==> config.mk <==
export PLATFORM = sky130hd
export DESIGN_NAME = fifo_burst_reader
export DESIGN_NICKNAME = d
export VERILOG_FILES = /design/src/rtl/fifo_burst_reader.sv
export SDC_FILE = /design/constraint.sdc
export NUM_CORES = 1
export LEC_CHECK = 0
export CORE_ASPECT_RATIO = 0.9
export CORE_MARGIN = 2
export CORE_UTILIZATION = 54
export CTS_CLUSTER_DIAMETER = 80
export DETAILED_ROUTE_END_ITERATION = 7
export PLACE_DENSITY = 0.83
export SLEW_MARGIN = 40
export SYNTH_ARGS = -nofsm -noshare
export SYNTH_HDL_FRONTEND = slang
export SYNTH_SLANG_ARGS = --single-unit
==> constraint.sdc <==
create_clock -name rclk -period 3 [get_ports rclk]
set_input_delay 0.45 -clock rclk [delete_from_list [all_inputs] [get_ports rclk]]
set_output_delay 0.45 -clock rclk [all_outputs]
set_load 0.01 [all_outputs]
==> src/rtl/fifo_burst_reader.sv <==
// fifo_burst_reader: pops a fixed-length burst from the read side of a dual-clock FIFO
// and forwards it on a valid/ready stream through a 2-entry skid buffer.
module fifo_burst_reader #(
    parameter int DSIZE  = 8,
    parameter int ASIZE  = 4,
    parameter int BLEN_W = 5
) (
    input  logic              rclk,
    input  logic              rrst,
    input  logic              start,
    input  logic [BLEN_W-1:0] blen,
    output logic              busy,
    output logic              done,
    input  logic              rempty,
    output logic              rinc,
    input  logic [DSIZE-1:0]  rdata,
    output logic              m_valid,
    output logic [DSIZE-1:0]  m_data,
    output logic              m_last,
    input  logic              m_ready
);
    typedef enum logic [1:0] {IDLE, RUN, DRAIN, DONE} state_t;

    if (ASIZE < 1 || DSIZE < 1 || BLEN_W < 1) begin : g_bad_params
        $error("fifo_burst_reader: parameters must be positive");
    end

    state_t            state, state_n;
    logic [BLEN_W-1:0] remaining;
    logic [1:0]        cnt;
    logic              rd_ptr, wr_ptr;
    logic [DSIZE-1:0]  mem_data [2];
    logic              mem_last [2];
    logic              pop;

    assign m_valid = cnt != 2'd0;
    assign m_data  = mem_data[rd_ptr];
    assign m_last  = mem_last[rd_ptr];
    assign pop     = m_valid && m_ready;

    // rinc looks only at registered state and rempty so the FIFO never sees m_ready
    always_comb begin
        state_n = state;
        rinc    = 1'b0;
        busy    = 1'b0;
        done    = 1'b0;
        case (state)
            IDLE: if (start) state_n = (blen == '0) ? DONE : RUN;
            RUN: begin
                busy = 1'b1;
                rinc = !rempty && remaining != '0 && cnt != 2'd2;
                if (rinc && remaining == BLEN_W'(1)) state_n = DRAIN;
            end
            DRAIN: begin
                busy = 1'b1;
                if (pop && m_last) state_n = DONE;
            end
            default: begin
                done    = 1'b1;
                state_n = IDLE;
            end
        endcase
    end

    always_ff @(posedge rclk or posedge rrst) begin
        if (rrst) begin
            state       <= IDLE;
            remaining   <= '0;
            cnt         <= 2'd0;
            rd_ptr      <= 1'b0;
            wr_ptr      <= 1'b0;
            mem_data[0] <= '0;
            mem_data[1] <= '0;
            mem_last[0] <= 1'b0;
            mem_last[1] <= 1'b0;
        end else begin
            state <= state_n;
            if (state == IDLE && start) remaining <= blen;
            else if (rinc) remaining <= remaining - BLEN_W'(1);
            if (rinc) begin
                mem_data[wr_ptr] <= rdata;
                mem_last[wr_ptr] <= remaining == BLEN_W'(1);
                wr_ptr           <= ~wr_ptr;
            end
            if (pop) rd_ptr <= ~rd_ptr;
            cnt <= cnt + {1'b0, rinc} - {1'b0, pop};
        end
    end
endmodule

# --- Word level (Yosys, flattened, before mapping) ---
# Cells that the tools add are included.
word_totals:
  reg_bits: 29
  latch_bits: 0
  mem_bits_rw: 0
  rom_bits: 0
  inputBits: 18
  elab_cells: 64
  memories: 0
op_classes:
  addsub: 3
  n_mul: 0
  div_mod_pow: 0
  magnitude_cmp: 3
  eq_ne: 7
  n_shift: 0
  mux: 22
  n_bitwise: 4
  n_reduce_logical: 16
op_table:
  columns: ["operator", "count"]
  rows:
  - ["$mux W8", 4]
  - ["$bwmux W16", 1]
  - ["$mux W5", 2]
  - ["$demux W8 S1", 1]
  - ["$mux W2", 4]
  - ["$ne A2 B2 Y1 const B", 4]
  - ["$logic_and A1 B1 Y1", 7]
  - ["$mux W1", 7]
  - ["$pmux W2 S3", 1]
  - ["$eq A5 B1 Y1 const B", 1]
  - ["$logic_not A5 Y1", 1]
  - ["$reduce_bool A5 Y1", 1]
  - ["$sub A5 B1 Y5 const B", 1]
  - ["$ge A2 B2 Y1 const B", 2]
  - ["$not A1 Y2", 2]
  - ["$reduce_bool A2 Y1", 2]
  - ["$reduce_and A3 Y1", 1]
  - ["$reduce_or A3 Y1", 1]
  - ["$add A2 B1 Y2", 1]
  - ["$bwmux W2", 1]
  - ["$eq A2 B1 Y1 const B", 1]
  - ["$eq A2 B2 Y1 const B", 1]
  - ["$logic_not A2 Y1", 1]
  - ["$lt A2 B1 Y1 const B", 1]
  - ["other kinds (5)", 6]

# --- Longest topological paths before layout ---
# Gate-level depths: netlist of run 1.
logic_depth:
  ltp_word: 7
  mapped_depth: 8

# --- Worst setup path before layout of run 1 ---
# Ideal clock, no wire load.
synth_timing:
  kind: "flip-flop to flip-flop"
  from: "register state[1]"
  to: "register mem_data[10] in the netlist's numbering"
  setup_time_ps: 125
  arrival_ps: 1683
  required_ps: 2875
  path_slack_ps: 1192
  path_stages_with_launch: 9
  n_path_buf: 2
  period_less_slack_ps: 1808
  cell_sequence: "dfrtp_1 > inv_1 > ha_1 > nor2b_1 > o211a_1 > buf_6 > nor2b_4 > buf_6 > mux2_4"
synth_between:
  elab_chain_cells: 2
synth_rtl:
  columns: ["item", "line_no", "source"]
  rows:
  - ["start: declaration", "28", "state_t state, state_n;"]
  - ["start signal: assignment", "77", "state <= state_n;"]
  - ["$eq A2 B1 Y1", "47", "case (state)"]
  - ["$mux W1", "47", null]
  - ["named net rinc", "15", "output logic rinc,"]
  - ["end signal: indexed assignment", "81", "mem_data[wr_ptr] <= rdata;"]
  - ["end: declaration", "32", "logic [DSIZE-1:0] mem_data [2];"]
# The timed path passes the listed nets, and every way through them passes these cells.
# A chain may end at the register's enable or synchronous reset.

# --- Worst setup path after layout of run 1 ---
layout_timing:
  from: "register state[1]"
  to: "output rinc"
layout_between:
  elab_chain_cells: 2
layout_rtl:
  columns: ["item", "line_no"]
  rows:
  - ["$eq A2 B1 Y1", "47"]
  - ["$mux W1", "47"]
  - ["end: declaration", "15"]
# Every way passes these cells.

==> summary by stage, run 1 <==
Worst setup path
The worst-case reg-to-reg path depth is 7. The number of logic stages on the critical path including buffering is 5. The signal on the critical path passes through inv_1 -> ha_1 -> nor2b_1 -> o211a_1 -> clkdlybuf4s50_1. The peak per-stage delay on the critical path is 0.54 ns. The type of element capturing the critical path is an output pin. The launching element type of the critical path is a flop. Across all register-to-register paths, the minimum setup slack is 0.87 ns. The largest individual stage delay along the critical path comes from the cell clkdlybuf4s50_1. The data arrival time of the worst path is 1.99 ns. The startpoint identified for the worst register-to-register timing path is state[1]$_DFFE_PP0P_. The kind of critical path is flop to output pin. The critical path contains buffers and inverters numbering 2 combined. The largest driver fanout on the critical path is 4. The required time of the worst setup path is 2.55 ns.

In this design, the largest share of critical-path delay is due to buffers and inverters. The endpoint identified for the worst register-to-register timing path is mem_data[9]$_DFFE_PP0P_.

Floorplan
The horizontal die dimension is 60.3 µm. The area of the die is 3300 µm². The die height is 54.7 µm. The boundary pin count is 31. For this configuration, the core starts out at a cell density of 0.565. The placeable core area is 2730 µm². The placement row count is 18.

Drt
The total wire length is 2890 µm. The number of remaining DRC errors is 0. The final routed wire length divided by cell count is 14.5 µm. The initial detailed-routing violation count is 14. The first detailed-routing pass ran for 4 iterations. Summed over all nets, wire length on met2 after detailed routing comes to 1420 µm. The detailed-routing wirelength on met1 is 1310 µm.

Dividing the detail-routed via count by the number of cells gives 5.16. The number of nets still failing antenna checks after routing is 0. Routed signal wires occupy layers up through met4.

The detailed-route via count is 1027. In the detailed route, the total length drawn on met3 is 120 µm.

Power
The worst IR drop on VDD is 611 µV. Of the total power, the share spent switching nets is 0.321. The power share of the sequential group is 0.347. Of the total power, the clock network draws 0.188. The net switching power is 0.689 mW. Summed over all cells, the static leakage comes to 0.883 nW. The share of total power dissipated in combinational logic is 0.465. Summing internal, switching and leakage power gives 2.14 mW. The power per cell area is 1080 nW/µm². Internal power comes to 1.45 mW.

Finish
The number of antenna repair diodes is 0. The most frequent standard cell in the layout excluding fill and tap cells is clkdlybuf4s50_1. The fraction of final layout cells sized beyond drive strength 1 is 0.270. The number of filler instances in the final layout is 194. In the final design database the tool counted 184 nets. The layout-stage area growth over the synthesis result is 28.4%. In the layout the commonest cells are clkdlybuf4s50_1 (30), dfrtp_1 (29), mux2_2 (20).

CTS
The H-tree depth is 2. The number of hold buffers added after CTS is 0. After clock tree synthesis, the clock-pin slew on the worst setup and hold paths is 0.10 ns. Counting along the longest clock path gives a buffer depth of 2.

The later pin in the worst-skew pair is clocked with a latency of 0.33 ns. The number of gates resized after CTS is 0. The tree is rooted in a clkbuf_4. The total clock buffers created by CTS is 5. The number of clock sinks is 29. The count of buffers added by post-CTS timing repair for setup is 0. TritonCTS built the clock tree.

STA
The clock period minus final worst setup slack is 2.44 ns. Setup total negative slack on the finished layout was measured at 0 ns. Timing would allow up to 410 MHz. Between clock sinks in the finished design, the worst skew comes to 0.0135 ns. Setup violations remaining at the end of the flow were counted as 0. In this run the tightest slew margin relative to its limit is 0.546. Setup repair after global routing left no endpoint under its margin. At the pin with the least slew margin, the transition time is 0.672 ns. The final number of max-transition violations is 0. The final hold violation count was 0. Dividing the final minimum period by the clock period gives 0.812.

Synthesis
The largest total area in the synthesized netlist belongs to dfrtp_1. The mapped netlist covers 1540 µm². The sequential fraction of the synthesis area is 0.471. Of the post-synthesis cell area, the dominant cell type holds 0.471. Synthesis produced a netlist with a net count of 148. The synthesized netlist contains 34 unique library cells. The synthesized design contains 29 register bits.

By area the synthesized netlist is led by dfrtp_1 (47%), mux2_2 (15%), mux2_4 (8.8%), ha_1 (6.5%), inv_1 (2.2%). The yosys synthesis warning count is 0. The synthesized netlist cell count is 122. The post-synthesis average cell area is 12.6 µm².

Job
The tool flagged a number of max-cap violations equal to 0.

Hold path
The path class of the tightest hold or removal check is primary input to async pin.

Placed design
At the end of routability-driven placement, the weighted congestion stood at 0.827. After legalization and detailed placement, the total HPWL measured 2190 µm. Port buffering added 30 buffers.

Global routing
The first global-routing pass estimated 4860 µm of wire. Global routing finished with a remaining overflow of 0. The largest net degree at the start of global routing is 30. The via count of the first global-routing pass is 1051. The number of antenna violations at the first check in global routing is 0. The overall track demand over capacity in global routing is 0.211.

Outcome
The run finished with clean final reports.
## routing by layer
layer  track usage  vias to the layer above
li1              -                      498
met1         0.265                      500
met2         0.339                       24
met3        0.0638                        5
met4        0.0889                        0
met5             0                        -
## per-stage QoR
step | instances | util | setup slack [ns] | hold WS, ns | instance area, µm²
after floorplan | 122 | - | 1.19 | 0.474 | 1540
after global placement | 191 | 0.688 | 0.777 | 0.481 | 1880
after detailed placement | 191 | 0.688 | 0.692 | 0.490 | 1880
after CTS | 199 | 0.726 | 0.553 | 0.474 | 1980
after global routing | 199 | 0.726 | 0.471 | 0.519 | 1980
final | 199 | 0.726 | 0.563 | 0.462 | 1980
## worst reg2reg max path, delay by kind of cell, from the launching register on
family                     cells  cell delay, ns
muxes                          1            0.34
DFF                            1            0.42
adders and majority gates      1            0.18
and+or+nand+nor                2            0.62
AOI/OAI and AO/OA              1            0.21
buffers and inverters          2            0.26
## worst max-delay path by stage
stage / from / to / slack (ns)
floorplan: state[1]$_DFFE_PP0P_ / mem_data[10]$_DFFE_PP0P_ / 1.19
global placement: rempty / mem_data[8]$_DFFE_PP0P_ / 0.78
detailed placement: rempty / mem_last[1]$_DFFE_PP0P_ / 0.69
CTS: state[1]$_DFFE_PP0P_ / rinc / 0.55
global route: state[1]$_DFFE_PP0P_ / rinc / 0.47
finish: state[1]$_DFFE_PP0P_ / rinc / 0.56
## synth_stat cells
library cell	instances
a22oi_1	1
a21oi_1	3
and2_1	1
nand2b_1	1
inv_1	9
or2_2	1
xnor2_1	3
a31oi_1	1
xor2_1	3
ha_1	8
nand2_1	5
o21bai_1	1
nor4b_1	1
or3_1	2
nand4_1	1
o211a_1	1
o21ai_0	1
nor2_1	5
mux2_4	9
mux2i_1	2
o41ai_1	1
buf_6	2
nor2b_4	1
mux2_2	20
nand2_2	1
nor4_1	1
a221o_1	1
o21a_1	1
dfrtp_1	29
buf_4	1
nand3_1	1
and2_2	1
nor2b_1	2
nor3_1	1
## registers in the layout (all words and copies together), names as in the netlist
| name | flops |
|---|---|
| wr_ptr | 1 |
| rd_ptr | 1 |
| mem_last | 2 |
| mem_data | 16 |
| state | 2 |
| cnt | 2 |
| remaining | 5 |
## power by group through the flow
stage / logic, mW / registers (mW) / clock network, mW
4_1_cts: 1.01 / 0.744 / 0.407
2_1_floorplan: 0.705 / 0.680 / 0
6_report: 0.998 / 0.743 / 0.403
3_5_place_dp: 1.01 / 0.749 / 0
5_1_grt: 1.10 / 0.773 / 0.427
3_3_place_gp: 0.962 / 0.734 / 0
## area by class of cell
class	instances	area (µm²)	area share
well taps	40	50.0	0.0253
inverters	9	33.8	0.0171
repair buffers	32	315	0.159
flip-flops and latches	29	726	0.367
clock buffers	5	37.5	0.0190
clock inverters	3	65.1	0.0329
multi-input cells	81	751	0.380
## cell families (layout without fill, tap and decap cells)
kind of cell	after synthesis	count (layout)	synth area share
AOI/OAI and AO/OA	11	11	0.0504
xor gates and xnor gates	6	6	0.0341
adders and majority gates	8	8	0.0650
buffers and inverters	12	49	0.0414
DFF	29	29	0.471
muxes	31	31	0.247
and+or+nand+nor	25	25	0.0910
Power figures use the tool's default switching activity.
==> run 2, diff against run 1 <==
--- a/config.mk
+++ b/config.mk
@@ -7,10 +7,10 @@
 export LEC_CHECK = 0
 export CORE_ASPECT_RATIO = 0.9
 export CORE_MARGIN = 2
-export CORE_UTILIZATION = 54
+export CORE_UTILIZATION = 46
 export CTS_CLUSTER_DIAMETER = 80
 export DETAILED_ROUTE_END_ITERATION = 7
-export PLACE_DENSITY = 0.83
+export PLACE_DENSITY = 0.75
 export SLEW_MARGIN = 40
 export SYNTH_ARGS = -nofsm -noshare
 export SYNTH_HDL_FRONTEND = slang
==> constraint.sdc (replaced) <==
create_clock -name rclk -period 2 [get_ports rclk]
set_input_delay 0.3 -clock rclk [delete_from_list [all_inputs] [get_ports rclk]]
set_output_delay 0.3 -clock rclk [all_outputs]
set_load 0.01 [all_outputs]
==> run 2 against run 1 <==
Power rose by 52%; die area rose by 16%; combinational power rose by 52%; worst setup slack got worse by 0.50 ns; global-route usage fell by 3.1 points; wire length fell by 0.14%; first-iteration DRC count rose by 140%; critical endpoint is now m_data[7]; largest cell class unchanged; largest power group unchanged; highest routed layer unchanged.
==> summary by stage, run 2 (synthesis results as in run 1) <==
Outcome
The flow ran to the end, and the final reports show no timing, DRC or antenna violations.

Drt
The detailed-route via count is 1025 (-0.19%). The final routed wire length divided by cell count was 14.2 µm (-2.6%). The number of remaining DRC errors came to 0 (unchanged). The total wire length is 2890 µm (-0.14%). The number of iterations in the first detailed-routing pass was 5 (+1).

The number of nets still failing antenna checks after routing came to 0 (unchanged). The initial detailed-routing violation count was 33 (+19). The average vias per placed instance is 5.02 (-2.6%).

Floorplan
The placeable core area was 3110 µm² (+14%). The horizontal die dimension is 65.0 µm (+7.8%). The die height is 58.9 µm (+7.7%).

The boundary pin count is 31 (unchanged). The placement row count came to 19 (+1). The area of the die is 3830 µm² (+16%).

The starting utilization of the core area was 0.495 (-0.0706).

Finish
The number of antenna repair diodes came to 0 (unchanged). The fraction of final layout cells sized beyond drive strength 1 is 0.302 (+0.0320). The cell area after layout is 2050 µm² (+3.5%). The number of flip-flops in the largest register was 16 (unchanged).

The number of filler instances in the final layout came to 240 (+24%). The largest registers in the layout are mem_data: 16 flops, remaining: 5 flops. The total number of nets in the final design is 187 (+1.6%).

The non-filler instance count after layout came to 204 (+2.5%). The area used by sequential logic in the layout was 727 µm² (+0.17%). Leaving out fill and tap cells, the most frequent cells in the layout are dfrtp_1 (28), clkdlybuf4s50_1 (28), mux2_2 (20). The footprint of the multi-input gates is 767 µm² (+2.2%). Ranked by flip-flop count, first place goes to mem_data. From synthesis to final layout, the design area changed by 33.0%.

STA
The clock period minus final worst setup slack is 1.94 ns. The sum of negative setup slack came to 0 ns (unchanged). Setup repair after global routing left no endpoint under its margin. The final number of max-transition violations was 0 (unchanged). The final setup violation count came to 0 (unchanged). The final worst-path setup slack came to 0.0578 ns (-0.505 ns). The final hold violation count is 0 (unchanged).

The transition time of the tightest slew-check pin is 0.363 ns (-0.309 ns). The highest clock frequency the design can meet is 515 MHz. The fraction of the cycle the final worst path needs is 0.971.

The headroom to the max-slew limit is 0.758 (+0.212). The worst clock skew on the final layout is 0.00843 ns (-0.00504 ns).

Power
The worst IR drop on VDD came to 969 µV (+59%). The cell leakage power came to 0.934 nW (+5.8%). The total power came to 3.26 mW (+52%). The power per cell area is 1590 nW/µm² (+47%).

CTS
The count of buffers added by post-CTS timing repair for setup is 0 (unchanged). The worst-case clock buffer depth came to 2 (unchanged). The number of hold buffers added after CTS is 0 (unchanged). The total clock buffers created by CTS is 5 (unchanged). The clock tree root buffer cell is clkbuf_8. The clock network latency to the later pin of the worst-skew pair is 0.29 ns (-0.04 ns). The clock transition at the register clock pins on the worst setup and hold paths after CTS is 0.07 ns (-0.03 ns). The number of clock sinks is 29 (unchanged). The clock tree from TritonCTS is done. The H-tree depth came to 2 (unchanged).

Worst setup path
STA classifies the critical path startpoint as a flop. The minimum setup slack among reg-to-reg paths is 0.15 ns (-0.72 ns). The worst setup path is of the flop to output pin kind. The required time of the worst setup path was 1.70 ns (-0.85 ns). The endpoint identified for the worst register-to-register timing path is mem_last[0]$_DFFE_PP0P_.

The type of element capturing the critical path is an output pin. The largest driver fanout on the critical path is 10 (+6). The source of the worst register-to-register timing path is remaining[4]$_DFFE_PP0P_.

The worst-case reg-to-reg path depth is 5 (-2). The data arrival time of the worst path came to 1.64 ns (-0.35 ns).

Global routing
The number of antenna violations at the first check in global routing was 0 (unchanged). The layer with the highest usage is met2. The wire length of the first global-routing pass is 4940 µm (+1.6%). The global-route track usage on met2 is 0.261 (-0.0781). The overall track demand over capacity in global routing is 0.180 (-0.0308). The residual overflow from global routing is 0 (unchanged). The largest net degree at the start of global routing is 30 (unchanged).

The via count of the first global-routing pass is 1043 (-0.76%). The routing usage on met3 came to 0.0765 (+0.0127). The met1 demand-to-capacity share in global routing is 0.243 (-0.0225).

Placed design
The area of placed instances is 1910 µm² (+2.0%). The port buffer count is 30 (unchanged). The placed wire-length estimate after detailed placement came to 2130 µm (-2.9%). The worst setup slack after placement is 0.0788 ns (-0.613 ns). The routability-driven placement congestion ratio is 0.868 (+4.9%). The number of cells after detailed placement is 196 (+2.6%).

Hold path
The path type of the worst min-delay path is primary input to async pin.

Job
The max-cap violation count is 0 (unchanged).
-- run 2: cell types whose count changed in the layout (fill, tap and decap cells not counted), moves of 2 or more --
cell	previous run	this run
buf_4	2	4
clkbuf_4	5	0
clkbuf_8	0	6
clkdlybuf4s50_1	30	28
-- run 2: repair_timing --
action                                  in CTS  in global routing
endpoints found under the setup margin      10                 12
resized for setup                            2                  5
gates cloned                                 0                  0
-- run 2: final cells by class --
class | instances | share of cell area
clock inverters | 1 | 0.0147
flip-flops and latches | 29 | 0.355
clock buffers | 7 | 0.0422
multi-input cells | 81 | 0.374
repair buffers | 35 | 0.172
inverters | 9 | 0.0165
well taps | 42 | 0.0257
-- run 2: metal layers --
layer / wire length [µm] / vias up
met5: 0 / -
met4: 55 / 0
met3: 162 / 6
met2: 1290 / 23
met1: 1380 / 498
li1: - / 498
-- run 2: power breakdown --
| part | switching (mW) | internal, mW | total [mW] |
|---|---|---|---|
| registers | 0.237 | 0.878 | 1.12 |
| clock network | 0.224 | 0.406 | 0.630 |
| logic | 0.572 | 0.945 | 1.52 |
| total | 1.03 | 2.23 | 3.26 |
-- run 2: critical path, stage by stage, from the launching register on --
cell             delay [ns]
dfrtp_2                0.50
mux2_2                 0.38
clkdlybuf4s50_1        0.48
-- run 2: stage by stage --
stage	utilization	hold slack, ns
after floorplan	-	0.378
after global placement	0.614	0.481
after detailed placement	0.614	0.487
after CTS	0.652	0.383
after global routing	0.658	0.411
final	0.658	0.378
-- run 2: worst max-delay path by stage --
stage	cells after the start	slack, ns	startpoint	end
floorplan	8	0.19	state[1]$_DFFE_PP0P_	mem_data[10]$_DFFE_PP0P_
global placement	4	0.11	rempty	rinc
detailed placement	4	0.08	rempty	rinc
CTS	2	0.03	rd_ptr$_DFFE_PP0P_	m_last
global route	2	0.001	rd_ptr$_DFFE_PP0P_	m_data[7]
finish	2	0.06	rd_ptr$_DFFE_PP0P_	m_data[7]
==> variant (flow settings as in run 2) <==
Encoding of `state_t`: now one-hot (4 bits for 4 states).
--- a/src/rtl/fifo_burst_reader.sv
+++ b/src/rtl/fifo_burst_reader.sv
@@ -21,3 +21,3 @@
 );
-    typedef enum logic [1:0] {IDLE, RUN, DRAIN, DONE} state_t;
+    typedef enum logic [3:0] {IDLE = 4'b0001, RUN = 4'b0010, DRAIN = 4'b0100, DONE = 4'b1000} state_t;
 
Check against the original RTL: no difference found for any inputs over 10 cycles, from zero or initial values and one cycle with rrst high; not proved beyond that.
==> variant against run 2 <==
Final area rose by 17%; routed wire length grew 39%; the flow now finishes with violations (setup timing); area after synthesis increased by 2.8%; worst hold slack improved by 0.027 ns; setup slack got worse by 0.18 ns; synthesized cell count increased by 7.4%; combinational power rose by 15%; total power rose by 7.9%; sequential cell count grew 2; largest power group unchanged.
==> variant: results (changes against run 2) <==
Top Registers: mem_data x16, remaining x5, state x4 (was mem_data x16, remaining x5). The routability congestion estimate from global placement came out at 0.866 (was 0.868). Standard cell area after detailed placement: 0.00204 mm² (was 0.00191 mm²). The average wire per standard cell came out at 16.8 µm (was 14.2 µm). The fraction of layout instances using a drive strength above 1 was 41.5% (was 30.2%); the number of vias per cell after detailed routing was 5.45 (was 5.02). Overall fraction of global-route tracks in use: 21.2% (was 18.0%). The number of global-route vias before repair came out at 1294 (was 1043).

The tools report the worst-case headroom to the max-slew limit as 57.5% (was 75.8%). Leading cell types by total area after synthesis: dfrtp_1, mux2_2, ha_1 (was dfrtp_1, mux2_2, mux2_4). The net count after synthesis was 154 (was 148); the global-route wire length before repair was 6110 µm (was 4940 µm). The worst-case vdd ir drop is 967 µV (was 969 µV). The library cell used as clock root buffer was clkbuf_8 (unchanged). The run gives 2440 µm (was 2130 µm) as the post-detailed-placement half-perimeter wirelength. The CTS H-tree depth is 2 (unchanged), and the setup total negative slack is -0.911 ns (was 0 ns). The run gives 22 (was 0) as the setup-violating endpoint count in the final report.

The final reports fail on setup timing. The cell leakage power was 1.15 nW (was 0.934 nW); the maximum root-to-sink buffer count was 2 (unchanged). The run gives 0 (unchanged) as the warning count from the yosys run.

The run gives 0 (unchanged) as the count of maximum capacitance violations. The logs give 217 (was 187) for the count of nets after finishing and 37.8% (was 26.1%) for the routing usage on met2. The tools report the initial detailed-routing violation count as 39 (was 33).

The number of unique standard cell types used by synthesis was 38 (was 34); the share of synthesized area occupied by flip-flops and latches was 49.1% (was 47.1%). The logs give 1.17 mW (was 1.03 mW) for the power dissipated by switching net loads and 1.82 ns (was 1.64 ns) for the data arrival time at the worst-slack endpoint. The logs give -0.122 ns (was 0.0578 ns) for the post-layout worst setup margin and 4 (was 5) for the length of the first detailed-routing pass in iterations. The run gives 0 (unchanged) as the final count of hold timing violations. Number of CTS-inserted buffers: 5 (unchanged). The clock latency reported for the late side of the worst-skew pair was 0.28 ns; the biggest fanout along the worst timing path was 3 (was 10). The tools report the met3 routing resource usage after global routing as 5.27% (was 7.65%). The setup skew after layout is 0.00516 ns (was 0.00843 ns). Port buffer count: 30 (unchanged).

Synth cell count leaders: dfrtp_1, mux2_2, inv_1, nor2_1 (was dfrtp_1, mux2_2, inv_1, mux2_4, ha_1). The flow ran to the end, but the final reports show violations. The logs give 0 (unchanged) for the number of diodes added for antenna fixing and 25.1% (was 24.3%) for the met1 demand-to-capacity share in global routing. The pin count of the biggest net entering global routing came out at 32 (was 30).
## variant: area by class of cell
cell class,instances,area (µm²)
Fill cell,232,925
Tap cell,44,55.1
Timing Repair Buffer,59,543
Multi-Input combinational cell,88,876
Sequential cell,31,778
Clock inverter,2,35.0
Inverter,9,33.8
Clock buffer,6,82.6
## variant: critical path: stages (launching register included)
cell     delay, ns
dfrtp_1       0.39
or4b_4        0.55
nor4_4        0.32
buf_4         0.19
buf_6         0.10
## variant: metrics by stage
step	setup WS [ns]	utilization, %	cells
global placement	-0.157	61.2	218
global route	-0.191	72.2	239
floorplan	-0.0570	-	131
CTS	-0.113	68.3	229
detailed placement	-0.185	61.2	218
finish	-0.122	72.2	239
## variant: final timing paths
kind                                          from                        to  slack (ns)  depth (start not counted)
max                           state[2]$_DFFE_PP0P_                      rinc       -0.12                          4
min in group rclk          mem_data[5]$_DFFE_PP0P_   mem_data[5]$_DFFE_PP0P_        0.50                          1
min                                           rrst   mem_data[1]$_DFFE_PP0P_        0.41                          3
max in group asynchronous                     rrst      state[0]$_DFFE_PP1P_        1.27                          3
min reg2reg                mem_data[5]$_DFFE_PP0P_   mem_data[5]$_DFFE_PP0P_        0.50                          1
max reg2reg                   state[2]$_DFFE_PP0P_  remaining[4]$_DFFE_PP0P_       -0.07                          6
## variant: layer usage
layer,routed length [µm],up-vias
met1,1600,645
met5,0,-
met4,108,0
li1,-,597
met2,2080,49
met3,224,12
## variant: kinds of logic (layout without fill, tap and decap cells)
group | after synthesis | after routing | share of synthesized area (%)
muxes | 27 | 27 | 19.1
buffers and inverters | 12 | 76 | 3.55
and+or+nand+nor | 34 | 34 | 12.9
xor gates and xnor gates | 5 | 5 | 2.76
DFF | 31 | 31 | 49.1
adders and majority gates | 5 | 5 | 3.95
AOI/OAI and AO/OA | 17 | 17 | 8.69
## variant: power by group through the flow
| stage | Clock [mW] | Combinational (mW) | Sequential [mW] |
|---|---|---|---|
| after floorplan | 0 | 0.845 | 1.07 |
| after CTS | 0.644 | 1.57 | 1.14 |
| final | 0.635 | 1.75 | 1.13 |
| after global placement | 0 | 1.38 | 1.11 |
| after global routing | 0.685 | 1.89 | 1.17 |
| after detailed placement | 0 | 1.43 | 1.13 |
## variant: repair_timing
| item | in CTS | in global routing |
|---|---|---|
| pin swaps | 3 | 5 |
| resized for setup | 32 | 12 |
| endpoints found under the setup margin | 33 | 35 |
| cloned | 1 | 0 |
| setup buffers | 3 | 10 |
